## src/rtl/riscv_mem_pkg.sv

```systemverilog
// Shared encodings for the unified instruction/data memory port sequencer.
// Holds the FSM states, the requester identities and the full-word byte enable.
package riscv_mem_pkg;

    typedef enum logic [1:0] {
        IDLE   = 2'd0,
        ACCESS = 2'd1,
        RESP   = 2'd2
    } state_t;

    typedef enum logic {
        OWN_IF = 1'b0,
        OWN_LS = 1'b1
    } owner_t;

    localparam logic [3:0] BE_WORD = 4'hF;

endpackage

```

## src/rtl/mem_arb_pick.sv

```systemverilog
// Two-way request picker: fixed LS priority or round-robin against last_owner.
// At most one grant is ever asserted.
module mem_arb_pick
    import riscv_mem_pkg::*;
#(
    parameter int LS_PRIORITY = 1
) (
    input  logic   req_if,
    input  logic   req_ls,
    input  owner_t last_owner,
    output logic   gnt_if,
    output logic   gnt_ls,
    output owner_t winner
);

    always_comb begin
        winner = OWN_IF;
        if (req_ls && !req_if) begin
            winner = OWN_LS;
        end else if (req_ls && req_if) begin
            // On a tie the round-robin favours whoever did not own the port last
            if (LS_PRIORITY != 0) begin
                winner = OWN_LS;
            end else begin
                winner = (last_owner == OWN_LS) ? OWN_IF : OWN_LS;
            end
        end
        gnt_if = req_if && (winner == OWN_IF);
        gnt_ls = req_ls && (winner == OWN_LS);
    end

endmodule

```

## src/rtl/mem_port_sequencer.sv

```systemverilog
// Shares one memory port between instruction fetch and load/store: arbitrate,
// hold the registered request until ack (or watchdog timeout), then respond.
module mem_port_sequencer
    import riscv_mem_pkg::*;
#(
    parameter int LS_PRIORITY = 1,
    parameter int TIMEOUT     = 255,
    parameter int CNT_W       = 8
) (
    input  logic        clk,
    input  logic        reset_n,
    input  logic        if_req,
    input  logic [31:0] if_addr,
    output logic        if_gnt,
    output logic        if_rvalid,
    input  logic        ls_req,
    input  logic        ls_we,
    input  logic [31:0] ls_addr,
    input  logic [31:0] ls_wdata,
    input  logic [3:0]  ls_be,
    output logic        ls_gnt,
    output logic        ls_rvalid,
    output logic [31:0] rdata,
    output logic        err,
    output logic        mem_req,
    output logic        mem_we,
    output logic [31:0] mem_addr,
    output logic [31:0] mem_wdata,
    output logic [3:0]  mem_be,
    input  logic        mem_ack,
    input  logic [31:0] mem_rdata,
    output logic        busy
);

    localparam logic [CNT_W-1:0] WDOG_LAST = CNT_W'(TIMEOUT - 1);

    state_t           state_reg, state_next;
    owner_t           owner_reg, last_owner_reg, winner;
    logic             we_reg;
    logic [31:0]      addr_reg, wdata_reg, rdata_reg;
    logic [3:0]       be_reg;
    logic [CNT_W-1:0] wdog_reg;
    logic             err_reg;
    logic             idle, timeout, pick_if, pick_ls;

    assign idle    = (state_reg == IDLE);
    assign timeout = (state_reg == ACCESS) && !mem_ack && (wdog_reg == WDOG_LAST);

    mem_arb_pick #(
        .LS_PRIORITY(LS_PRIORITY)
    ) u_pick (
        .req_if    (if_req && idle),
        .req_ls    (ls_req && idle),
        .last_owner(last_owner_reg),
        .gnt_if    (pick_if),
        .gnt_ls    (pick_ls),
        .winner    (winner)
    );

    always_comb begin
        state_next = state_reg;
        case (state_reg)
            IDLE:    if (pick_if || pick_ls) state_next = ACCESS;
            ACCESS:  if (mem_ack || timeout) state_next = RESP;
            RESP:    state_next = IDLE;
            default: state_next = IDLE;
        endcase
    end

    always_ff @(posedge clk or negedge reset_n) begin
        if (!reset_n) begin
            state_reg <= IDLE;
        end else begin
            state_reg <= state_next;
        end
    end

    always_ff @(posedge clk or negedge reset_n) begin
        if (!reset_n) begin
            owner_reg      <= OWN_IF;
            last_owner_reg <= OWN_LS;
            we_reg         <= 1'b0;
            addr_reg       <= '0;
            wdata_reg      <= '0;
            be_reg         <= '0;
            wdog_reg       <= '0;
            rdata_reg      <= '0;
            err_reg        <= 1'b0;
        end else begin
            if (pick_if || pick_ls) begin
                owner_reg      <= winner;
                last_owner_reg <= winner;
                wdog_reg       <= '0;
                if (winner == OWN_IF) begin
                    we_reg    <= 1'b0;
                    addr_reg  <= if_addr & ~32'h3;
                    wdata_reg <= '0;
                    be_reg    <= BE_WORD;
                end else begin
                    we_reg    <= ls_we;
                    addr_reg  <= ls_addr & ~32'h3;
                    wdata_reg <= ls_wdata;
                    be_reg    <= ls_be;
                end
            end
            if (state_reg == ACCESS) begin
                // An ack in the timeout cycle still completes the access normally
                if (mem_ack) begin
                    rdata_reg <= we_reg ? 32'h0 : mem_rdata;
                    err_reg   <= 1'b0;
                end else if (timeout) begin
                    rdata_reg <= '0;
                    err_reg   <= 1'b1;
                end else begin
                    wdog_reg <= wdog_reg + 1'b1;
                end
            end
        end
    end

    assign if_gnt    = pick_if;
    assign ls_gnt    = pick_ls;
    assign if_rvalid = (state_reg == RESP) && (owner_reg == OWN_IF);
    assign ls_rvalid = (state_reg == RESP) && (owner_reg == OWN_LS);
    assign rdata     = rdata_reg;
    assign err       = err_reg;
    assign mem_req   = (state_reg == ACCESS);
    assign mem_we    = we_reg;
    assign mem_addr  = addr_reg;
    assign mem_wdata = wdata_reg;
    assign mem_be    = be_reg;
    assign busy      = !idle;

endmodule

```

## config.mk

```make
export PLATFORM = sky130hd
export DESIGN_NAME = mem_port_sequencer
export DESIGN_NICKNAME = d
export VERILOG_FILES = /design/src/rtl/riscv_mem_pkg.sv /design/src/rtl/mem_arb_pick.sv /design/src/rtl/mem_port_sequencer.sv
export SDC_FILE = /design/constraint.sdc
export NUM_CORES = 1
export LEC_CHECK = 0
export CAP_MARGIN = 20
export CORE_MARGIN = 2
export CORE_UTILIZATION = 41
export CTS_CLUSTER_SIZE = 8
export DETAILED_ROUTE_END_ITERATION = 8
export GPL_TIMING_DRIVEN = 0
export PLACE_DENSITY = 0.84
export SYNTH_ARGS = -nofsm -noshare
export SYNTH_HDL_FRONTEND = slang
export SYNTH_HIERARCHICAL = 1
export SYNTH_SLANG_ARGS = --single-unit
```

## constraint.sdc

```tcl
create_clock -name clk -period 2.3 [get_ports clk]
set_input_delay 0.345 -clock clk [delete_from_list [all_inputs] [get_ports clk]]
set_output_delay 0.345 -clock clk [all_outputs]
set_load 0.005 [all_outputs]
```

==> results.json <==
{
  "timing.final.crit_period_ps": 2164,
  "worst_max_slew_pin_slew_ps": 695.0,
  "cts.path.max_buffers": 2,
  "cts_root_buf": "sky130_fd_sc_hd__clkbuf_16",
  "slowest_delay_ps": 410,
  "grt_pass1_vias": 4879,
  "fmax_ghz": 0.4620,
  "placeableCoreArea_um2": 11860,
  "drt_iter0_markers": 318,
  "grt_use_met3_pct": 6.854,
  "globalRouteMet1Util_pct": 26.89,
  "grt-busiest-layer": "met2",
  "htreeDepth": 3,
  "diodes": 0,
  "final_setup_fails": 0,
  "critPathKind": "reg -> reg",
  "buffers_added_on_ports": 238,
  "max-vdd-ir-drop_uv": 549.2,
  "grt.overflow.total": 0,
  "kind_of_launch_point_of_the_worst_setup_path": "flip-flop",
  "globalRouteMet2Util_pct": 42.04,
  "power.density_nw_per_um2": 1143,
  "critical_path.endpoint_type": "flip-flop",
  "synthesis.area_per_instance_um2": 9.603,
  "multiInputGateArea_um2": 1832,
  "ctsHoldBuffers": 0,
  "numPlacedInstances": 901,
  "rsz0062_at_grt": "no",
  "clock_skew_ps": 11.05,
  "timing.critical_path.arrival_ps": 2450,
  "ant_nets": 0,
  "die_h_um": 113.7,
  "placed_area_um2": 7531,
  "maximum_capacitance_violations": 0,
  "cp_data_required_time_ps": 2580,
  "initial_core_util_pct": 41.61,
  "synth_warnings": 6,
  "worst_path_max_delay_cell": "sky130_fd_sc_hd__dfrtp_1",
  "gp_routability_congestion": 0.8103,
  "ff_latch_area_um2": 2778,
  "global_route_wire_length_before_repair_um": 24160,
  "synthCells": 514,
  "num_vias": 4705,
  "clock_sink_count": 111,
  "max_slew_margin_pct": 53.67,
  "maximum_number_of_pins_on_one_net_before_global_route_repair": 60,
  "synth.cell_area_um2": 4936,
  "viasPerCell": 5.136,
  "floorplan.rows": 40,
  "finalHoldViolCount": 0,
  "drt_drc_violations_left": 0,
  "drive_above_1_share_pct": 5.982,
  "pin_count": 246,
  "antenna_found_initial": 0,
  "fill_cells": 947,
  "insertion_delay_ps": 340,
  "postCtsSetupRepairBufs": 0,
  "wl_per_cell_um": 16.43,
  "sum_of_routed_wire_length_over_all_layers_um": 15050,
  "floorplan_die_area_um2": 12930,
  "worstPathCellList": "or2_2 > nor2_1 > nor2b_1 > or2_2 > clkbuf_1 > clkbuf_1 > nand3_1 > nand2_1",
  "timing_max_transition_violations_final": 0,
  "power.leakage_nw": 3.508,
  "tritoncts_clock_tree": "built",
  "fin_area_um2": 7853,
  "detailedRoute.firstPassIterationCount": 5,
  "globalRouteTotalUtil_pct": 23.36,
  "areaGrowthSynthToFinish_pct": 59.09,
  "post_layout_cell_count": 916,
  "design.final.nets": 904,
  "outcome": "complete, no violations",
  "dp.final_hpwl_um": 11570,
  "dieWidth_um": 113.7,
  "hold_class": "in -> async",
  "tritoncts.num_buffers": 9,
  "crit_share_post_route_pct": 94.10,
  "critical_path_peak_fanout": 10,
  "clk_pin_slew_worst_paths_ps": 70
}
==> worst max-delay path, delay by kind of cell (launching register included) <==
family	cells	cell delay [ps]
DFF	1	410
and+or+nand+nor	6	1030
buffers and inverters	2	670
==> timing repair <==
action	CTS	global route
hold endpoints to repair	0	0
gates resized for setup	8	13
setup endpoints to repair	28	41
==> layer usage <==
| layer | vias up | part of all wire, % |
|---|---|---|
| li1 | 2210 | - |
| met1 | 2277 | 38 |
| met2 | 196 | 52 |
| met3 | 22 | 8.4 |
| met4 | 0 | 1.6 |
| met5 | - | 0 |
==> power breakdown <==
group	switching, mW	leakage (nW)	internal [mW]
clock network	0.723	0.145	0.879
registers	0.494	1.41	2.77
logic	1.85	1.95	2.26
==> worst paths after layout <==
kind / from / endpoint / slack (ps) / depth (start not counted)
max in group asynchronous: reset_n / state_reg[1]$_DFFE_PN0P_ / 1550 / 2
hold reg to reg: mem_wdata[12]$_DFFE_PN0P_ / mem_wdata[12]$_DFFE_PN0P_ / 470 / 2
setup reg to reg: state_reg[1]$_DFFE_PN0P_ / mem_wdata[16]$_DFFE_PN0P_ / 140 / 8
hold / removal: reset_n / mem_addr[9]$_DFFE_PN0P_ / 40 / 1
min in group clk: mem_ack / rdata[0]$_DFFE_PN0P_ / 330 / 3
setup / recovery: state_reg[1]$_DFFE_PN0P_ / mem_wdata[16]$_DFFE_PN0P_ / 140 / 8
==> metrics by stage <==
step	power, mW	setup TNS [ps]	hold WS (ps)	setup WS, ps	utilization, %
floorplan	4.829	0	49.41	341.5	-
global placement	7.201	-374780	449.3	-3364	63.28
detailed placement	7.386	-3917	440.9	-281.1	63.49
CTS	9.013	0	75.41	0.1799	66.13
global route	9.543	0	105.1	6.934	66.20
finish	8.978	0	42.22	135.6	66.20
==> area by class of cell <==
class,instances,area share (%)
inverter,39,1.864
clock inverter,6,0.8604
sequential,111,35.37
buffer,42,2.565
multi-input combinational,322,23.33
timing repair buffer,239,30.62
tap,147,2.342
clock buffer,10,3.043
==> placed cells by master, fill, tap and decap left out, types with 2 or more instances in the layout <==
| cell | count |
|---|---|
| sky130_fd_sc_hd__a21oi_1 | 5 |
| sky130_fd_sc_hd__a21o_1 | 4 |
| sky130_fd_sc_hd__nand4b_1 | 32 |
| sky130_fd_sc_hd__clkbuf_2 | 8 |
| sky130_fd_sc_hd__clkinvlp_4 | 2 |
| sky130_fd_sc_hd__nor2b_1 | 2 |
| sky130_fd_sc_hd__conb_1 | 2 |
| sky130_fd_sc_hd__o21ai_0 | 67 |
| sky130_fd_sc_hd__nand3_1 | 38 |
| sky130_fd_sc_hd__or2_2 | 3 |
| sky130_fd_sc_hd__nor3_1 | 4 |
| sky130_fd_sc_hd__nand2b_1 | 2 |
| sky130_fd_sc_hd__nor2_1 | 10 |
| sky130_fd_sc_hd__clkbuf_4 | 3 |
| sky130_fd_sc_hd__a211o_1 | 2 |
| sky130_fd_sc_hd__clkbuf_16 | 9 |
| sky130_fd_sc_hd__dfrtp_1 | 111 |
| sky130_fd_sc_hd__clkdlybuf4s50_1 | 235 |
| sky130_fd_sc_hd__buf_2 | 6 |
| sky130_fd_sc_hd__mux2i_1 | 30 |
| sky130_fd_sc_hd__nand2_1 | 104 |
| sky130_fd_sc_hd__clkbuf_1 | 21 |
| sky130_fd_sc_hd__inv_1 | 39 |
| sky130_fd_sc_hd__dlygate4sd2_1 | 2 |
| sky130_fd_sc_hd__ha_1 | 2 |
| sky130_fd_sc_hd__a31oi_1 | 4 |
| sky130_fd_sc_hd__buf_4 | 3 |
(Power assumes the default switching activity.)
